==> src/rtl/fpu_types_pkg.sv <==
// Shared FPU types: half-precision layout, rounding modes,
// and the request bundle used by the shared-adder arbiter.
package fpu_types_pkg;

  localparam int HALF_FLOAT_W = 16;
  localparam int HALF_EXP_W   = 5;
  localparam int HALF_MANT_W  = 10;

  localparam logic [15:0] HALF_QNAN    = 16'h7E00;
  localparam logic [14:0] HALF_MAX_FIN = 15'h7BFF;
  localparam logic [4:0]  HALF_EXP_MAX = 5'h1F;

  localparam int FPU_ADD_ARB_LATENCY = 2;

  typedef enum logic [2:0] {
    ROUND_NEAREST_EVEN    = 3'd0,
    ROUND_TOWARD_ZERO     = 3'd1,
    ROUND_DOWN            = 3'd2,
    ROUND_UP              = 3'd3,
    ROUND_NEAREST_MAX_MAG = 3'd4
  } fpu_rounding_mode_t;

  typedef struct packed {
    logic [HALF_FLOAT_W-1:0] float1;
    logic [HALF_FLOAT_W-1:0] float2;
    fpu_rounding_mode_t      rmode;
  } fpu_add_req_t;

endpackage

==> src/rtl/float_add.sv <==
// Combinational IEEE half-precision adder with five rounding
// modes; any NaN result is the canonical quiet NaN.
module float_add
  import fpu_types_pkg::*;
(
  input  logic [HALF_FLOAT_W-1:0] i_float1,
  input  logic [HALF_FLOAT_W-1:0] i_float2,
  input  fpu_rounding_mode_t      i_rmode,
  output logic [HALF_FLOAT_W-1:0] o_sum
);

  logic        w_swap, w_sub, w_sgn;
  logic        w_nan, w_inf;
  logic [15:0] w_x, w_y;
  logic [4:0]  w_xe, w_ye;
  logic [13:0] w_xsig, w_ysig;
  logic [47:0] w_ext;
  logic [15:0] w_ya, w_m, w_n;
  logic [6:0]  w_e;
  logic [11:0] w_r;
  logic        w_g, w_st, w_inc, w_sat;

  // x always carries the larger magnitude
  assign w_swap = i_float2[14:0] > i_float1[14:0];
  assign w_x    = w_swap ? i_float2 : i_float1;
  assign w_y    = w_swap ? i_float1 : i_float2;
  assign w_sub  = w_x[15] ^ w_y[15];
  assign w_sgn  = w_x[15];

  assign w_xe   = (w_x[14:10] == 5'd0) ? 5'd1 : w_x[14:10];
  assign w_ye   = (w_y[14:10] == 5'd0) ? 5'd1 : w_y[14:10];
  assign w_xsig = {|w_x[14:10], w_x[9:0], 3'b000};
  assign w_ysig = {|w_y[14:10], w_y[9:0], 3'b000};
  assign w_ext  = {w_ysig, 34'd0} >> (w_xe - w_ye);
  assign w_ya   = {1'b0, w_ext[47:34], |w_ext[33:0]};
  assign w_m    = w_sub ? ({1'b0, w_xsig, 1'b0} - w_ya)
                        : ({1'b0, w_xsig, 1'b0} + w_ya);

  assign w_nan = (w_x[14:10] == HALF_EXP_MAX) &&
                 ((w_x[9:0] != 10'd0) ||
                  (w_sub && w_y[14:0] == {HALF_EXP_MAX, 10'd0}));
  assign w_inf = (w_x[14:10] == HALF_EXP_MAX);

  always_comb begin
    w_n = w_m;
    w_e = {2'b00, w_xe};
    if (w_m[15]) begin
      w_n = {1'b0, w_m[15:2], w_m[1] | w_m[0]};
      w_e = w_e + 7'd1;
    end else begin
      for (int i = 0; i < 14; i++) begin
        if (!w_n[14] && w_e > 7'd1) begin
          w_n = {w_n[14:0], 1'b0};
          w_e = w_e - 7'd1;
        end
      end
    end
    w_g  = w_n[3];
    w_st = |w_n[2:0];
    unique case (i_rmode)
      ROUND_TOWARD_ZERO:     w_inc = 1'b0;
      ROUND_DOWN:            w_inc = w_sgn & (w_g | w_st);
      ROUND_UP:              w_inc = ~w_sgn & (w_g | w_st);
      ROUND_NEAREST_MAX_MAG: w_inc = w_g;
      default:               w_inc = w_g & (w_st | w_n[4]);
    endcase
    w_r = {1'b0, w_n[14:4]} + {11'd0, w_inc};
    if (w_r[11]) begin
      w_r = {1'b0, w_r[11:1]};
      w_e = w_e + 7'd1;
    end
    w_sat = (i_rmode == ROUND_TOWARD_ZERO) ||
            (i_rmode == ROUND_DOWN && !w_sgn) ||
            (i_rmode == ROUND_UP && w_sgn);
    if (w_nan)
      o_sum = HALF_QNAN;
    else if (w_inf)
      o_sum = {w_sgn, HALF_EXP_MAX, 10'd0};
    else if (w_m == 16'd0)
      o_sum = {w_sub ? (i_rmode == ROUND_DOWN) : w_sgn, 15'd0};
    else if (w_e >= 7'd31)
      o_sum = w_sat ? {w_sgn, HALF_MAX_FIN}
                    : {w_sgn, HALF_EXP_MAX, 10'd0};
    else
      o_sum = {w_sgn, w_r[10] ? w_e[4:0] : 5'd0, w_r[9:0]};
  end

endmodule

==> src/rtl/rr_arbiter.sv <==
// Combinational round-robin arbiter: first request at or
// after i_ptr (wrapping) wins; one-hot and encoded grant.
module rr_arbiter #(
  parameter int N  = 4,
  parameter int IW = (N > 1) ? $clog2(N) : 1
) (
  input  logic [N-1:0]  i_req,
  input  logic [IW-1:0] i_ptr,
  output logic [N-1:0]  o_gnt,
  output logic [IW-1:0] o_gnt_id
);

  logic          w_found;
  logic [IW-1:0] w_idx;

  always_comb begin
    o_gnt    = '0;
    o_gnt_id = '0;
    w_found  = 1'b0;
    w_idx    = i_ptr;
    for (int k = 0; k < N; k++) begin
      if (!w_found && i_req[w_idx]) begin
        w_found      = 1'b1;
        o_gnt[w_idx] = 1'b1;
        o_gnt_id     = w_idx;
      end
      // explicit wrap so non-power-of-2 N works
      w_idx = (w_idx == IW'(N-1)) ? '0 : w_idx + 1'b1;
    end
  end

endmodule

==> src/rtl/fpu_add_arbiter.sv <==
// Round-robin share of one half adder among NUM_REQ lanes,
// with an OP register stage and a RES register stage.
module fpu_add_arbiter
  import fpu_types_pkg::*;
#(
  parameter int NUM_REQ     = 4,
  parameter int FLOAT_WIDTH = HALF_FLOAT_W,
  parameter int ID_W        = $clog2(NUM_REQ)
) (
  input  logic                                  CLK,
  input  logic                                  nRST,
  input  logic [NUM_REQ-1:0]                    req_valid,
  input  logic [NUM_REQ-1:0][FLOAT_WIDTH-1:0]   req_float1,
  input  logic [NUM_REQ-1:0][FLOAT_WIDTH-1:0]   req_float2,
  input  fpu_rounding_mode_t [NUM_REQ-1:0]      req_rmode,
  output logic [NUM_REQ-1:0]                    req_ready,
  input  logic                                  flush,
  output logic                                  resp_valid,
  output logic [FLOAT_WIDTH-1:0]                resp_sum,
  output logic [ID_W-1:0]                       resp_id,
  input  logic                                  resp_ready,
  output logic                                  busy
);

  logic                   r_op_valid;
  fpu_add_req_t           r_op;
  logic [ID_W-1:0]        r_op_id;
  logic                   r_res_valid;
  logic [FLOAT_WIDTH-1:0] r_res_sum;
  logic [ID_W-1:0]        r_res_id;
  logic [ID_W-1:0]        r_ptr;

  logic                   w_res_adv, w_op_adv, w_can, w_take;
  logic [NUM_REQ-1:0]     w_gnt;
  logic [ID_W-1:0]        w_gnt_id, w_ptr_nxt;
  logic [FLOAT_WIDTH-1:0] w_sum;

  assign w_res_adv = ~r_res_valid | resp_ready;
  assign w_op_adv  = ~r_op_valid | w_res_adv;
  assign w_can     = w_op_adv & ~flush & nRST;
  assign w_take    = w_can & (|req_valid);
  assign req_ready = w_gnt & {NUM_REQ{w_can}};
  assign w_ptr_nxt = (w_gnt_id == ID_W'(NUM_REQ-1)) ? '0
                                                   : w_gnt_id + 1'b1;

  rr_arbiter #(.N(NUM_REQ), .IW(ID_W)) u_arb (
    .i_req    (req_valid),
    .i_ptr    (r_ptr),
    .o_gnt    (w_gnt),
    .o_gnt_id (w_gnt_id)
  );

  float_add u_add (
    .i_float1 (r_op.float1),
    .i_float2 (r_op.float2),
    .i_rmode  (r_op.rmode),
    .o_sum    (w_sum)
  );

  always_ff @(posedge CLK or negedge nRST) begin
    if (!nRST) begin
      r_op_valid  <= 1'b0;
      r_op        <= '0;
      r_op_id     <= '0;
      r_res_valid <= 1'b0;
      r_res_sum   <= '0;
      r_res_id    <= '0;
      r_ptr       <= '0;
    end else if (flush) begin
      r_op_valid  <= 1'b0;
      r_res_valid <= 1'b0;
    end else begin
      if (w_take) begin
        r_op_valid  <= 1'b1;
        r_op.float1 <= req_float1[w_gnt_id];
        r_op.float2 <= req_float2[w_gnt_id];
        r_op.rmode  <= req_rmode[w_gnt_id];
        r_op_id     <= w_gnt_id;
        r_ptr       <= w_ptr_nxt;
      end else if (w_op_adv) begin
        r_op_valid  <= 1'b0;
      end
      if (w_res_adv) begin
        r_res_valid <= r_op_valid;
        r_res_sum   <= w_sum;
        r_res_id    <= r_op_id;
      end
    end
  end

  assign resp_valid = r_res_valid;
  assign resp_sum   = r_res_sum;
  assign resp_id    = r_res_id;
  assign busy       = r_op_valid | r_res_valid;

endmodule

==> config.mk <==
export PLATFORM = sky130hd
export DESIGN_NAME = fpu_add_arbiter
export DESIGN_NICKNAME = d
export VERILOG_FILES = /design/src/rtl/fpu_types_pkg.sv /design/src/rtl/float_add.sv /design/src/rtl/rr_arbiter.sv /design/src/rtl/fpu_add_arbiter.sv
export SDC_FILE = /design/constraint.sdc
export NUM_CORES = 1
export LEC_CHECK = 0
export CAP_MARGIN = 0
export CELL_PAD_IN_SITES_DETAIL_PLACEMENT = 1
export CELL_PAD_IN_SITES_GLOBAL_PLACEMENT = 1
export CORE_MARGIN = 10
export CORE_UTILIZATION = 44
export CTS_BUF_LIST = sky130_fd_sc_hd__clkbuf_4 sky130_fd_sc_hd__clkbuf_8
export DETAILED_ROUTE_END_ITERATION = 10
export PLACE_DENSITY_LB_ADDON = 0.25
export SYNTH_ARGS = -nofsm -noshare
export SYNTH_HDL_FRONTEND = slang
export SYNTH_SLANG_ARGS = --single-unit
==> constraint.sdc <==
create_clock -name CLK -period 37.3 [get_ports CLK]
set_input_delay 7.46 -clock CLK [delete_from_list [all_inputs] [get_ports CLK]]
set_output_delay 7.46 -clock CLK [all_outputs]
set_load 0.1 [all_outputs]
==> impl_metrics.prom <==
# TYPE chip_impl_metric gauge
chip_impl_metric{name="max_slew_margin",unit="%"} 20.65
chip_impl_metric{name="synth-compound-area-share",unit="%"} 34.50
chip_impl_metric{name="start_util",unit="%"} 44.88
chip_impl_metric{name="synthXorXnorAreaFrac",unit="%"} 4.817
chip_impl_metric{name="totalWireLength",unit="mm"} 67.73
chip_impl_metric{name="layout.area.seq",unit="µm²"} 1476
chip_impl_metric{name="drt_pass1_iterations",unit=""} 7
chip_impl_metric{name="place.port_buffers",unit=""} 171
chip_impl_metric{name="mappedNetlistNets",unit=""} 2586
chip_impl_metric{name="die_h",unit="µm"} 213.9
chip_impl_metric{name="critPathRequiredTime",unit="ps"} 37540
chip_impl_metric{name="post_synth_num_cell_types",unit=""} 132
chip_impl_info{name="setup.worst_path.class",value="reg -> reg"} 1
chip_impl_metric{name="number_of_h_tree_levels",unit=""} 3
chip_impl_info{name="status",value="complete, no violations"} 1
chip_impl_metric{name="drt_iter0_markers",unit=""} 1630
chip_impl_metric{name="dr_total_vias",unit=""} 19510
chip_impl_metric{name="final-setup-viol-count",unit=""} 0
chip_impl_metric{name="grt_pass1_vias",unit=""} 19660
chip_impl_metric{name="route.detailed.wl_per_inst",unit="µm"} 22.92
chip_impl_metric{name="worst-r2r-cell-count",unit=""} 123
chip_impl_metric{name="minimum_clock_period",unit="ps"} 34660
chip_impl_metric{name="number_of_buffers_between_clock_root_and_the_deepest_sink",unit=""} 2
chip_impl_info{name="rsz_0062_raised_after_global_routing",value="no"} 1
chip_impl_metric{name="ant_nets",unit=""} 0
chip_impl_metric{name="antenna_cells",unit=""} 0
chip_impl_metric{name="synth.area.mux_share",unit="%"} 12.36
chip_impl_metric{name="clock_insertion_delay_worst_skew",unit="ps"} 360
chip_impl_info{name="hold_start",value="resp_sum[5]$_DFFE_PN0P_"} 1
chip_impl_metric{name="synth_seq_cells",unit=""} 59
chip_impl_info{name="critical_path.slowest_cell",value="sky130_fd_sc_hd__ha_2"} 1
chip_impl_metric{name="worst-r2r-setup-slack",unit="ps"} 2640
chip_impl_info{name="critical_path.endpoint_type",value="flop"} 1
chip_impl_metric{name="final.setup.tns",unit="ps"} 0
chip_impl_metric{name="gp_routability_congestion",unit=""} 0.9673
chip_impl_info{name="hp-class",value="reg -> reg"} 1
chip_impl_metric{name="timing.critical_path.fanout_max",unit=""} 32
chip_impl_metric{name="drt-vias-per-instance",unit=""} 6.601
chip_impl_metric{name="synthesized_area_fraction_occupied_by_and_or_nand_nor_cells",unit="%"} 27.45
chip_impl_info{name="synth-main-ff-cell",value="sky130_fd_sc_hd__dfrtp_1"} 1
chip_impl_metric{name="worst_hold_path.num_cells",unit=""} 2
chip_impl_info{name="synth_top_family_by_area",value="compound AO/OA/AOI/OAI gates"} 1
chip_impl_metric{name="clk_transition_reported_paths",unit="ps"} 80
chip_impl_metric{name="layout.nets",unit=""} 2677
chip_impl_metric{name="i_o_pins",unit=""} 172
chip_impl_info{name="tritoncts",value="done"} 1
chip_impl_metric{name="numClockSinks",unit=""} 59
chip_impl_metric{name="initial_antenna_violation_count",unit=""} 0
chip_impl_metric{name="slew_worst_pin",unit="ps"} 1188
chip_impl_metric{name="async_reset_ff_share",unit="%"} 100.0
chip_impl_metric{name="final.period_utilization",unit="%"} 92.93
chip_impl_metric{name="number_of_synthesized_flops_with_an_enable_pin",unit=""} 0
chip_impl_metric{name="fillCellCount",unit=""} 4737
chip_impl_metric{name="number_of_warnings_issued_by_yosys",unit=""} 0
chip_impl_metric{name="chipWidth",unit="µm"} 213.9
chip_impl_info{name="start_kind",value="flop"} 1
chip_impl_metric{name="std_cell_rows",unit=""} 70
chip_impl_metric{name="post_synth_fa_ha_maj_area_fraction",unit="%"} 6.427
chip_impl_metric{name="synth_sequential_area_ratio",unit="%"} 8.922
chip_impl_metric{name="hold_violations",unit=""} 0
chip_impl_metric{name="max_stage_delay_on_crit_path",unit="ps"} 740
chip_impl_metric{name="multi_input_area",unit="µm²"} 14240
chip_impl_info{name="worst_hold_path.endpoint",value="resp_sum[5]$_DFFE_PN0P_"} 1
chip_impl_metric{name="worst-endpoint-arrival",unit="ps"} 34900
chip_impl_metric{name="grt_overflow_total",unit=""} 0
chip_impl_metric{name="inserted_clock_buffers",unit=""} 9
chip_impl_metric{name="grt_first_pass_wirelength",unit="mm"} 108.6
chip_impl_info{name="reg2reg_to",value="resp_sum[10]$_DFFE_PN0P_"} 1
chip_impl_metric{name="timing.max_cap.violations",unit=""} 0
chip_impl_metric{name="synthCells",unit=""} 2355
chip_impl_info{name="worst_r2r_src",value="r_op[33]$_DFFE_PN0P_"} 1
chip_impl_metric{name="slew_viol_final",unit=""} 0
chip_impl_metric{name="share_of_final_layout_standard_cells_stronger_than_drive_strength_1",unit="%"} 9.343
chip_impl_metric{name="estimated_wirelength_of_the_detail_placed_design",unit="mm"} 54.95
chip_impl_info{name="clock-root-buffer",value="sky130_fd_sc_hd__clkbuf_8"} 1
chip_impl_metric{name="floorplan.die_area",unit="µm²"} 45760
chip_impl_metric{name="postSynthAreaPerCell",unit="µm²"} 7.026
chip_impl_metric{name="globalRouteTotalUtil",unit="%"} 27.82
chip_impl_metric{name="finalClockSkew",unit="ps"} 16.56
chip_impl_metric{name="cts_hold_buf",unit=""} 0
chip_impl_metric{name="synthesis.area",unit="µm²"} 16550
chip_impl_metric{name="area_growth_syn_to_layout",unit="%"} 13.71
chip_impl_metric{name="remaining_drc_errors",unit=""} 0
chip_impl_metric{name="max_freq",unit="MHz"} 28.85
chip_impl_metric{name="floorplan.core_area",unit="µm²"} 36870
chip_impl_metric{name="largest_net_degree_at_the_start_of_global_routing",unit=""} 78
chip_impl_info{name="path_common_cell",value="sky130_fd_sc_hd__ha_1"} 1
state kept, by name, summed over array words and instances (netlist names):
name	cells
r_op	35
resp_id	2
r_op_id	2
r_op_valid	1
resp_sum	16
resp_valid	1
r_ptr	2
per-layer routing:
layer / global-route usage (%) / share of wire [%] / up-vias / wire length [µm]
li1: - / - / 9124 / -
met1: 35.41 / 44 / 9569 / 29850
met2: 48.21 / 48 / 717 / 32420
met3: 3.847 / 5.9 / 97 / 4027
met4: 6.856 / 2.1 / 0 / 1434
met5: 0 / 0 / - / 0
per-stage QoR:
stage               instance area (µm²)  cells  hold slack, ps  utilization [%]  setup WS, ps
finish                            18820   2955           493.5            51.03          2637
global route                      18820   2955           528.6            51.03         24.84
CTS                               18770   2953           500.0            50.90          1663
detailed placement                18590   2937           480.6            50.40          1756
global placement                  18590   2937           459.9            50.40          3822
floorplan                         16550   2355           446.0                -          4976
worst max path at each step:
stage / from / endpoint / slack [ps] / cells after the start
6_report: r_op[33]$_DFFE_PN0P_ / resp_sum[10]$_DFFE_PN0P_ / 2640 / 123
5_1_grt: r_op[33]$_DFFE_PN0P_ / resp_sum[1]$_DFFE_PN0P_ / 20 / 123
4_1_cts: r_op[33]$_DFFE_PN0P_ / resp_sum[12]$_DFFE_PN0P_ / 1660 / 122
3_5_place_dp: r_op[33]$_DFFE_PN0P_ / resp_sum[1]$_DFFE_PN0P_ / 1760 / 122
3_3_place_gp: r_op[33]$_DFFE_PN0P_ / resp_sum[10]$_DFFE_PN0P_ / 3820 / 121
2_1_floorplan: r_op[28]$_DFFE_PN0P_ / resp_sum[10]$_DFFE_PN0P_ / 4980 / 152
cells by family after synthesis:
kind of cell             count (synthesis)
AO/OA/AOI/OAI                          793
XOR/XNOR                                81
flip-flops                              59
AND/OR/NAND/NOR                        926
multiplexers                           193
adder cells (fa/ha/maj)                 84
buffers and inverters                  219
worst max-delay path: cells and delay by family (launching register included):
family	cells	cell delay, ps
compound gates	43	13470
xor+xnor	3	830
fa+ha+maj	17	4720
buf+inv	13	2370
flops	1	440
simple gates	40	10040
mux	7	2600
cell usage after synthesis, drive strengths merged (12+ instances only):
cell	instances	share of area [%]
a211oi	37	1.9
a21o	17	0.77
a21oi	158	5.2
a221oi	17	0.94
a22oi	16	0.79
a31oi	37	1.7
and2	28	1.1
and3	18	0.68
and4	15	0.80
buf	56	1.8
clkbuf	65	1.5
dfrtp	59	8.9
ha	81	6.1
inv	96	2.2
mux2	71	4.8
mux2i	120	7.3
nand2	302	6.9
nand2b	13	0.49
nand3	68	2.1
nand4	32	1.4
nor2	242	5.5
nor3	68	2.2
nor3b	12	0.57
nor4	36	1.4
o211ai	49	2.4
o21a	20	0.91
o21ai	201	6.3
o21bai	12	0.54
o221ai	14	0.74
o22ai	18	0.83
o31ai	21	1.1
o32ai	15	0.88
or2	18	0.70
or3	14	0.53
xnor2	60	3.4
xor2	19	1.1
timing repair:
item / CTS / global route
endpoints found under the setup margin: 0 / 15
resized for setup: 0 / 5
endpoints found under the hold margin: 0 / 0
setup buffers: 0 / 0
cells in the final DEF (no fill, tap or decap), types with 17 or more instances in the layout:
| cell | n |
|---|---|
| sky130_fd_sc_hd__xnor2_1 | 57 |
| sky130_fd_sc_hd__o21ai_0 | 179 |
| sky130_fd_sc_hd__nor3_1 | 62 |
| sky130_fd_sc_hd__ha_1 | 80 |
| sky130_fd_sc_hd__dfrtp_1 | 59 |
| sky130_fd_sc_hd__a21o_1 | 17 |
| sky130_fd_sc_hd__buf_4 | 28 |
| sky130_fd_sc_hd__nand2_1 | 300 |
| sky130_fd_sc_hd__mux2_2 | 69 |
| sky130_fd_sc_hd__o31ai_1 | 18 |
| sky130_fd_sc_hd__o211ai_1 | 46 |
| sky130_fd_sc_hd__and3_1 | 18 |
| sky130_fd_sc_hd__xor2_1 | 17 |
| sky130_fd_sc_hd__inv_1 | 92 |
| sky130_fd_sc_hd__mux2i_1 | 120 |
| sky130_fd_sc_hd__a31oi_1 | 32 |
| sky130_fd_sc_hd__a211oi_1 | 32 |
| sky130_fd_sc_hd__nand4_1 | 29 |
| sky130_fd_sc_hd__a21oi_1 | 145 |
| sky130_fd_sc_hd__and2_1 | 28 |
| sky130_fd_sc_hd__clkdlybuf4s50_1 | 170 |
| sky130_fd_sc_hd__nor2_1 | 240 |
| sky130_fd_sc_hd__o21a_1 | 20 |
| sky130_fd_sc_hd__nand3_1 | 66 |
| sky130_fd_sc_hd__nor4_1 | 34 |
area by class of cell:
type / instances / share of cell area [%]
inverters: 98 / 1.955
well taps: 504 / 3.352
clock inverters: 4 / 0.1330
multi-input cells: 2079 / 75.68
flip-flops and latches: 59 / 7.847
clock buffers: 12 / 0.8445
repair buffers: 199 / 10.19
Power is not shown: default switching activity piles up to over one toggle a cycle in this logic, so the estimate is an artifact.
